[src/rtl/fib_pkg.sv]
// Shared definitions for the Fibonacci generator and its inverse, fibonacci_index.
package fib_pkg;
    localparam int unsigned FIB_W       = 20;
    localparam int unsigned FIB_IDX_W   = 5;
    localparam int unsigned FIB_MAX_IDX = 30;

    typedef enum logic [1:0] {
        idle,
        op,
        done
    } state_t;
endpackage

[src/rtl/fibonacci_index_if.sv]
// start/ready/done_tick handshake and result bus for fibonacci_index.
interface fibonacci_index_if #(
    parameter int unsigned FIB_W = fib_pkg::FIB_W,
    parameter int unsigned IDX_W = fib_pkg::FIB_IDX_W
);
    logic             start;
    logic [FIB_W-1:0] f;
    logic             ready;
    logic             done_tick;
    logic [IDX_W-1:0] idx;
    logic [FIB_W-1:0] fib_floor;
    logic             exact;

    modport master (
        output start, f,
        input  ready, done_tick, idx, fib_floor, exact
    );

    modport slave (
        input  start, f,
        output ready, done_tick, idx, fib_floor, exact
    );
endinterface

[src/rtl/fibonacci_index.sv]
// Finds the largest n with F(n) <= f, one Fibonacci step per clock, and
// reports F(n) plus whether f is itself a Fibonacci number.
module fibonacci_index #(
    parameter int unsigned FIB_W = fib_pkg::FIB_W,
    parameter int unsigned IDX_W = fib_pkg::FIB_IDX_W
) (
    input  logic             clk,
    input  logic             rst,
    fibonacci_index_if.slave bus
);
    import fib_pkg::*;

    state_t           state_q, state_d;
    logic [FIB_W-1:0] f_q, f_d;
    logic [FIB_W-1:0] t0_q, t0_d;
    logic [FIB_W-1:0] t1_q, t1_d;
    logic [IDX_W-1:0] n_q, n_d;
    logic [IDX_W-1:0] idx_q, idx_d;
    logic [FIB_W-1:0] floor_q, floor_d;
    logic             exact_q, exact_d;
    logic [FIB_W:0]   sum;

    always_comb begin
        state_d = state_q;
        f_d     = f_q;
        t0_d    = t0_q;
        t1_d    = t1_q;
        n_d     = n_q;
        idx_d   = idx_q;
        floor_d = floor_q;
        exact_d = exact_q;
        // One extra bit so F(29)+F(30) cannot wrap below f.
        sum     = {1'b0, t0_q} + {1'b0, t1_q};

        case (state_q)
            idle: begin
                if (bus.start) begin
                    f_d     = bus.f;
                    t0_d    = '0;
                    t1_d    = FIB_W'(1);
                    n_d     = IDX_W'(1);
                    state_d = op;
                end
            end
            op: begin
                if (f_q == '0) begin
                    idx_d   = '0;
                    floor_d = '0;
                    exact_d = 1'b1;
                    state_d = done;
                end else if (sum <= {1'b0, f_q}) begin
                    t0_d = t1_q;
                    t1_d = sum[FIB_W-1:0];
                    n_d  = n_q + IDX_W'(1);
                end else begin
                    idx_d   = n_q;
                    floor_d = t1_q;
                    exact_d = (t1_q == f_q);
                    state_d = done;
                end
            end
            done:    state_d = idle;
            default: state_d = idle;
        endcase
    end

    always_comb begin
        bus.ready     = 1'b0;
        bus.done_tick = 1'b0;
        case (state_q)
            idle:    begin bus.ready = 1'b1; bus.done_tick = 1'b0; end
            op:      begin bus.ready = 1'b0; bus.done_tick = 1'b0; end
            done:    begin bus.ready = 1'b0; bus.done_tick = 1'b1; end
            default: begin bus.ready = 1'b0; bus.done_tick = 1'b0; end
        endcase
        bus.idx       = idx_q;
        bus.fib_floor = floor_q;
        bus.exact     = exact_q;
    end

    always_ff @(posedge clk) begin
        if (!rst) begin
            state_q <= idle;
            f_q     <= '0;
            t0_q    <= '0;
            t1_q    <= '0;
            n_q     <= '0;
            idx_q   <= '0;
            floor_q <= '0;
            exact_q <= 1'b0;
        end else begin
            state_q <= state_d;
            f_q     <= f_d;
            t0_q    <= t0_d;
            t1_q    <= t1_d;
            n_q     <= n_d;
            idx_q   <= idx_d;
            floor_q <= floor_d;
            exact_q <= exact_d;
        end
    end
endmodule

[src/flat_wrapper.sv]
// flat-port wrapper written by rule: the top's interface ports become plain ports
module fibonacci_index_flat import fib_pkg::*;
#(
    parameter int unsigned FIB_W = fib_pkg::FIB_W,
    parameter int unsigned IDX_W = fib_pkg::FIB_IDX_W
)
  (clk, rst, bus_start, bus_f, bus_ready, bus_done_tick, bus_idx, bus_fib_floor, bus_exact);
  fibonacci_index_if #(.FIB_W(FIB_W), .IDX_W(IDX_W)) bus_i ();
  input  logic clk;
  input  logic rst;
  input wire logic [$bits(bus_i.start)-1:0] bus_start;
  input wire logic [$bits(bus_i.f)-1:0] bus_f;
  output wire logic [$bits(bus_i.ready)-1:0] bus_ready;
  output wire logic [$bits(bus_i.done_tick)-1:0] bus_done_tick;
  output wire logic [$bits(bus_i.idx)-1:0] bus_idx;
  output wire logic [$bits(bus_i.fib_floor)-1:0] bus_fib_floor;
  output wire logic [$bits(bus_i.exact)-1:0] bus_exact;
  assign bus_i.start = bus_start;
  assign bus_i.f = bus_f;
  assign bus_ready = bus_i.ready;
  assign bus_done_tick = bus_i.done_tick;
  assign bus_idx = bus_i.idx;
  assign bus_fib_floor = bus_i.fib_floor;
  assign bus_exact = bus_i.exact;
  fibonacci_index #(.FIB_W(FIB_W), .IDX_W(IDX_W)) u_core (.clk(clk), .rst(rst), .bus(bus_i));
endmodule
[config.mk]
export PLATFORM = sky130hd
export DESIGN_NAME = fibonacci_index_flat
export DESIGN_NICKNAME = d
export VERILOG_FILES = /design/src/rtl/fib_pkg.sv /design/src/rtl/fibonacci_index_if.sv /design/src/rtl/fibonacci_index.sv /design/src/flat_wrapper.sv
export SDC_FILE = /design/constraint.sdc
export NUM_CORES = 1
export LEC_CHECK = 0
export BUFFER_PORTS_ARGS = -buffer_cell sky130_fd_sc_hd__buf_4
export CORE_MARGIN = 1
export CORE_UTILIZATION = 59
export DETAILED_ROUTE_END_ITERATION = 12
export GPL_TIMING_DRIVEN = 1
export PLACE_DENSITY_LB_ADDON = 0.08
export SETUP_SLACK_MARGIN = 0.5
export SKIP_LAST_GASP = 1
export SYNTH_ARGS = -nofsm -noshare
export SYNTH_HDL_FRONTEND = slang
export SYNTH_SLANG_ARGS = --single-unit
[constraint.sdc]
create_clock -name clk -period 5.55 [get_ports clk]
set_input_delay 0.555 -clock clk [delete_from_list [all_inputs] [get_ports clk]]
set_output_delay 0.555 -clock clk [all_outputs]
set_load 0.05 [all_outputs]
==> results.yml <==
logic_synthesis:
  syn_inst: 594
  ys_types: 50
  syn_avg_cell_area_sq_um: 8.40
  synth_area_sq_um: 4990
  synth-async-reset-ratio_pct: 0
  ys_top_cells_by_area: "dfxtp_1 (37%), ha_1 (10%), a21oi_1 (7.9%)"
  syn_nets: 659
  seq_area_frac_synth_pct: 37.3
  synth_ff_type: "dfxtp_1"
  synth.most_common_cell: "dfxtp_1"
  yosysWarnings: 0
  yosysTopAreaCell: "dfxtp_1"
  synth_edf_count: 0
  synth_common_cells: "dfxtp_1 (93), nand2_1 (86), a21oi_1 (79)"
  synth_top_area_share_pct: 37.3
  synth-seq-cells: 93
clocking:
  cts_root_buf: "clkbuf_8"
  cts_sinks: 93
  path_clk_slew_ps: 100
  clk_latency_ps: 360
  numCtsBuffers: 9
  cts_setup_buffers: 0
  ctsLongestPathBuffers: 2
  htreeDepth: 3
  tritoncts: "built"
  hold_buffers: 0
timing:
  maxSlewHeadroom_pct: 17.5
  tns_ps: 0
  finalCritPeriodShare_pct: 86.5
  fin_crit_ps: 4800
  rsz0062_at_grt: "yes"
  hold_viol_final: 0
  setup_viol: 0
  worst_pin_slew_ps: 1240
  finalClockSkew_ps: 14.3
  final_max_slew_viol_count: 0
  fmax_ghz: 0.208
routing:
  wl_microns: 12600
  ant_nets: 0
  drt-wirelength-per-cell_microns: 17.0
  first_iter_violations: 336
  vias: 4460
  vias_per_cell: 6.04
  drt_drc_violations_left: 0
  first_pass_iters: 4
floorplanning:
  row_count: 33
  fp.dieW_microns: 94.0
  floorplan.die_area_sq_um: 8830
  start_util_pct: 60.8
  coreArea_sq_um: 8220
  die_h_microns: 94.0
  ioPinCount: 51
worst_setup_path:
  critPathMaxFanout: 17
  crit_path_top_delay_cell: "fa_1"
  crit_type: "flip-flop to flip-flop"
  critical_path.most_common_cell: "a21oi_1"
  crit_chain: "ha_1, fa_1, a211oi_2, o211ai_2, a31oi_4, o31ai_4, a21o_1, a21oi_1, xnor2_1, ha_1, nand4_1, nor4_1, a21oi_1, o22ai_2, nand2_2, buf_4, or3_1, a21oi_1"
  r2r_cells: 18
  r2r_start: "u_core.t1_q[0]"
  start_kind: "flip-flop"
  end_kind: "flip-flop"
  r2r-end: "u_core.t1_q[13]"
  max_stage_delay_ps: 440
  rrSetupSlack_ps: 750
  worst_ep_arrival_time_ps: 5090
  critPathRequiredTime_ps: 5840
global_routing:
  grt_max_degree: 64
  grt_pass1_wl_microns: 20000
  grt_antenna_before_repair: 0
  grt_pass1_vias: 3965
  grt_usage_pct: 29.5
  gr-total-overflow: 0
power_and_ir_drop:
  pwr-share-clk_pct: 34.0
  power_density_nw_per_um2: 249
  power.share.switching_pct: 29.7
  power.switching_uw: 415
  peakVddDrop_mv: 0.149
  p_int_uw: 980
  power_frac_seq_pct: 50.9
  power.share.combinational_pct: 15.2
  p_leak_uw: 0.00241
worst_hold_path:
  hold_depth: 3
  hp-start: "bus_f[0]"
  hold-path-endpoint: "u_core.f_q[0]"
  min-delay-path-class: "primary input to flip-flop"
placement:
  dpl_cell_area_sq_um: 5400
  dp.cells: 722
  gp_congestion: 0.885
  place_hpwl_microns: 9320
  placement.io_buffers: 50
layout:
  final_util_pct: 68.3
  postLayoutCellArea_sq_um: 5610
  layout-drive-gt1-share_pct: 14.1
  stdcell_count: 738
  num-nets-final: 693
  area_growth_pct: 12.4
  num_antenna_cells: 0
flow_run:
  max_cap_viol_count: 0
run_status:
  status: "complete, no violations"
==> worst max-delay path, delay by kind of cell (launching register included) <==
family	cells	cell delay, ps
flops	1	380
compound gates	9	1780
fa+ha+maj	3	1020
buf+inv	1	290
simple gates	4	1150
xor+xnor	1	120
==> repair_timing <==
item                                   in CTS  in global routing
endpoints found under the hold margin       0                  0
resized for setup                           0                  3
setup endpoints to repair                   0                 69
==> cell families (layout without fill, tap and decap cells) <==
group                      Yosys count  count (layout)  synth area share [%]
adders and majority gates           42              42                  10.7
and+or+nand+nor                    201             201                  19.1
DFF                                 93              93                  37.3
xor gates and xnor gates            37              37                  6.49
buffers and inverters               60              99                  5.24
AOI/OAI and AO/OA                  161             161                  21.2
==> worst max path at each step <==
stage                   startpoint                 endpoint  slack (ps)  depth (start not counted)
CTS                 u_core.t1_q[0]          u_core.t1_q[13]         620                         18
finish              u_core.t1_q[0]          u_core.t1_q[13]         750                         18
floorplan           u_core.t1_q[0]  u_core.bus.fib_floor[0]        1480                         19
global route        u_core.t1_q[1]          u_core.t1_q[14]         430                         17
detailed placement  u_core.t1_q[0]          u_core.t1_q[13]         690                         18
global placement    u_core.t1_q[0]          u_core.t1_q[13]         850                         18
==> power groups by stage <==
stage | Sequential, uW | Clock [uW] | Combinational (uW)
floorplan | 717 | 0 | 150
global placement | 724 | 0 | 204
detailed placement | 725 | 0 | 208
CTS | 709 | 481 | 209
global route | 712 | 511 | 233
finish | 710 | 474 | 211
==> layout make-up <==
class | instances | area [sq um]
Clock inverter | 6 | 70.1
Fill cell | 698 | 2610
Multi-Input combinational cell | 441 | 2880
Timing Repair Buffer | 56 | 433
Clock buffer | 10 | 138
Inverter | 27 | 101
Tap cell | 105 | 131
Sequential cell | 93 | 1860
==> metal layers <==
metal,track usage [%],vias to the layer above,wire length [microns]
met5,0,-,0
met4,8.59,0,191
met3,3.80,16,765
met2,45.7,174,5500
met1,42.6,2084,6100
li1,-,2186,-
==> cell usage in the layout, fill, tap and decap left out, types with 2 or more instances in the layout <==
cell      netlist  final
ha_1           41     41
nand3b_1        2      2
a31o_2          3      3
nor4_1          9      9
nand4b_1        7      7
xnor2_1        23     23
clkinv_4        0      2
a21o_1         11     11
or3_1           2      2
nor2b_1         2      2
o21bai_1        2      2
o21ai_0        14     14
a22o_1         24     24
nand4_1         8      8
or2_2           2      2
xor2_1         14     14
nor3_1          5      5
inv_1          27     26
nand2_1        86     84
dfxtp_1        93     93
nor2_1         16     16
buf_4           2     55
inv_6           0      2
nand3_1        50     50
and2_2          0      2
a21oi_1        79     79
nand2b_1        4      4
and3_1          3      3
nand2_2         0      2
clkbuf_8        0     10
a211oi_1        6      6
a31oi_1         6      6
==> sequential cells by signal (all words and copies together) (netlist names) <==
register / flops
u_core.bus.exact: 1
u_core.bus.fib_floor: 20
u_core.bus.idx: 5
u_core.f_q: 20
u_core.n_q: 5
u_core.state_q: 2
u_core.t0_q: 20
u_core.t1_q: 20
==> through the flow <==
stage / total power, uW / worst slack (ps) / hold WS [ps]
final: 1400 / 750 / 435
after global routing: 1460 / 431 / 428
after CTS: 1400 / 625 / 427
after detailed placement: 933 / 691 / 463
after global placement: 928 / 846 / 457
after floorplan: 867 / 1480 / 452
Power figures use the tool's default switching activity.
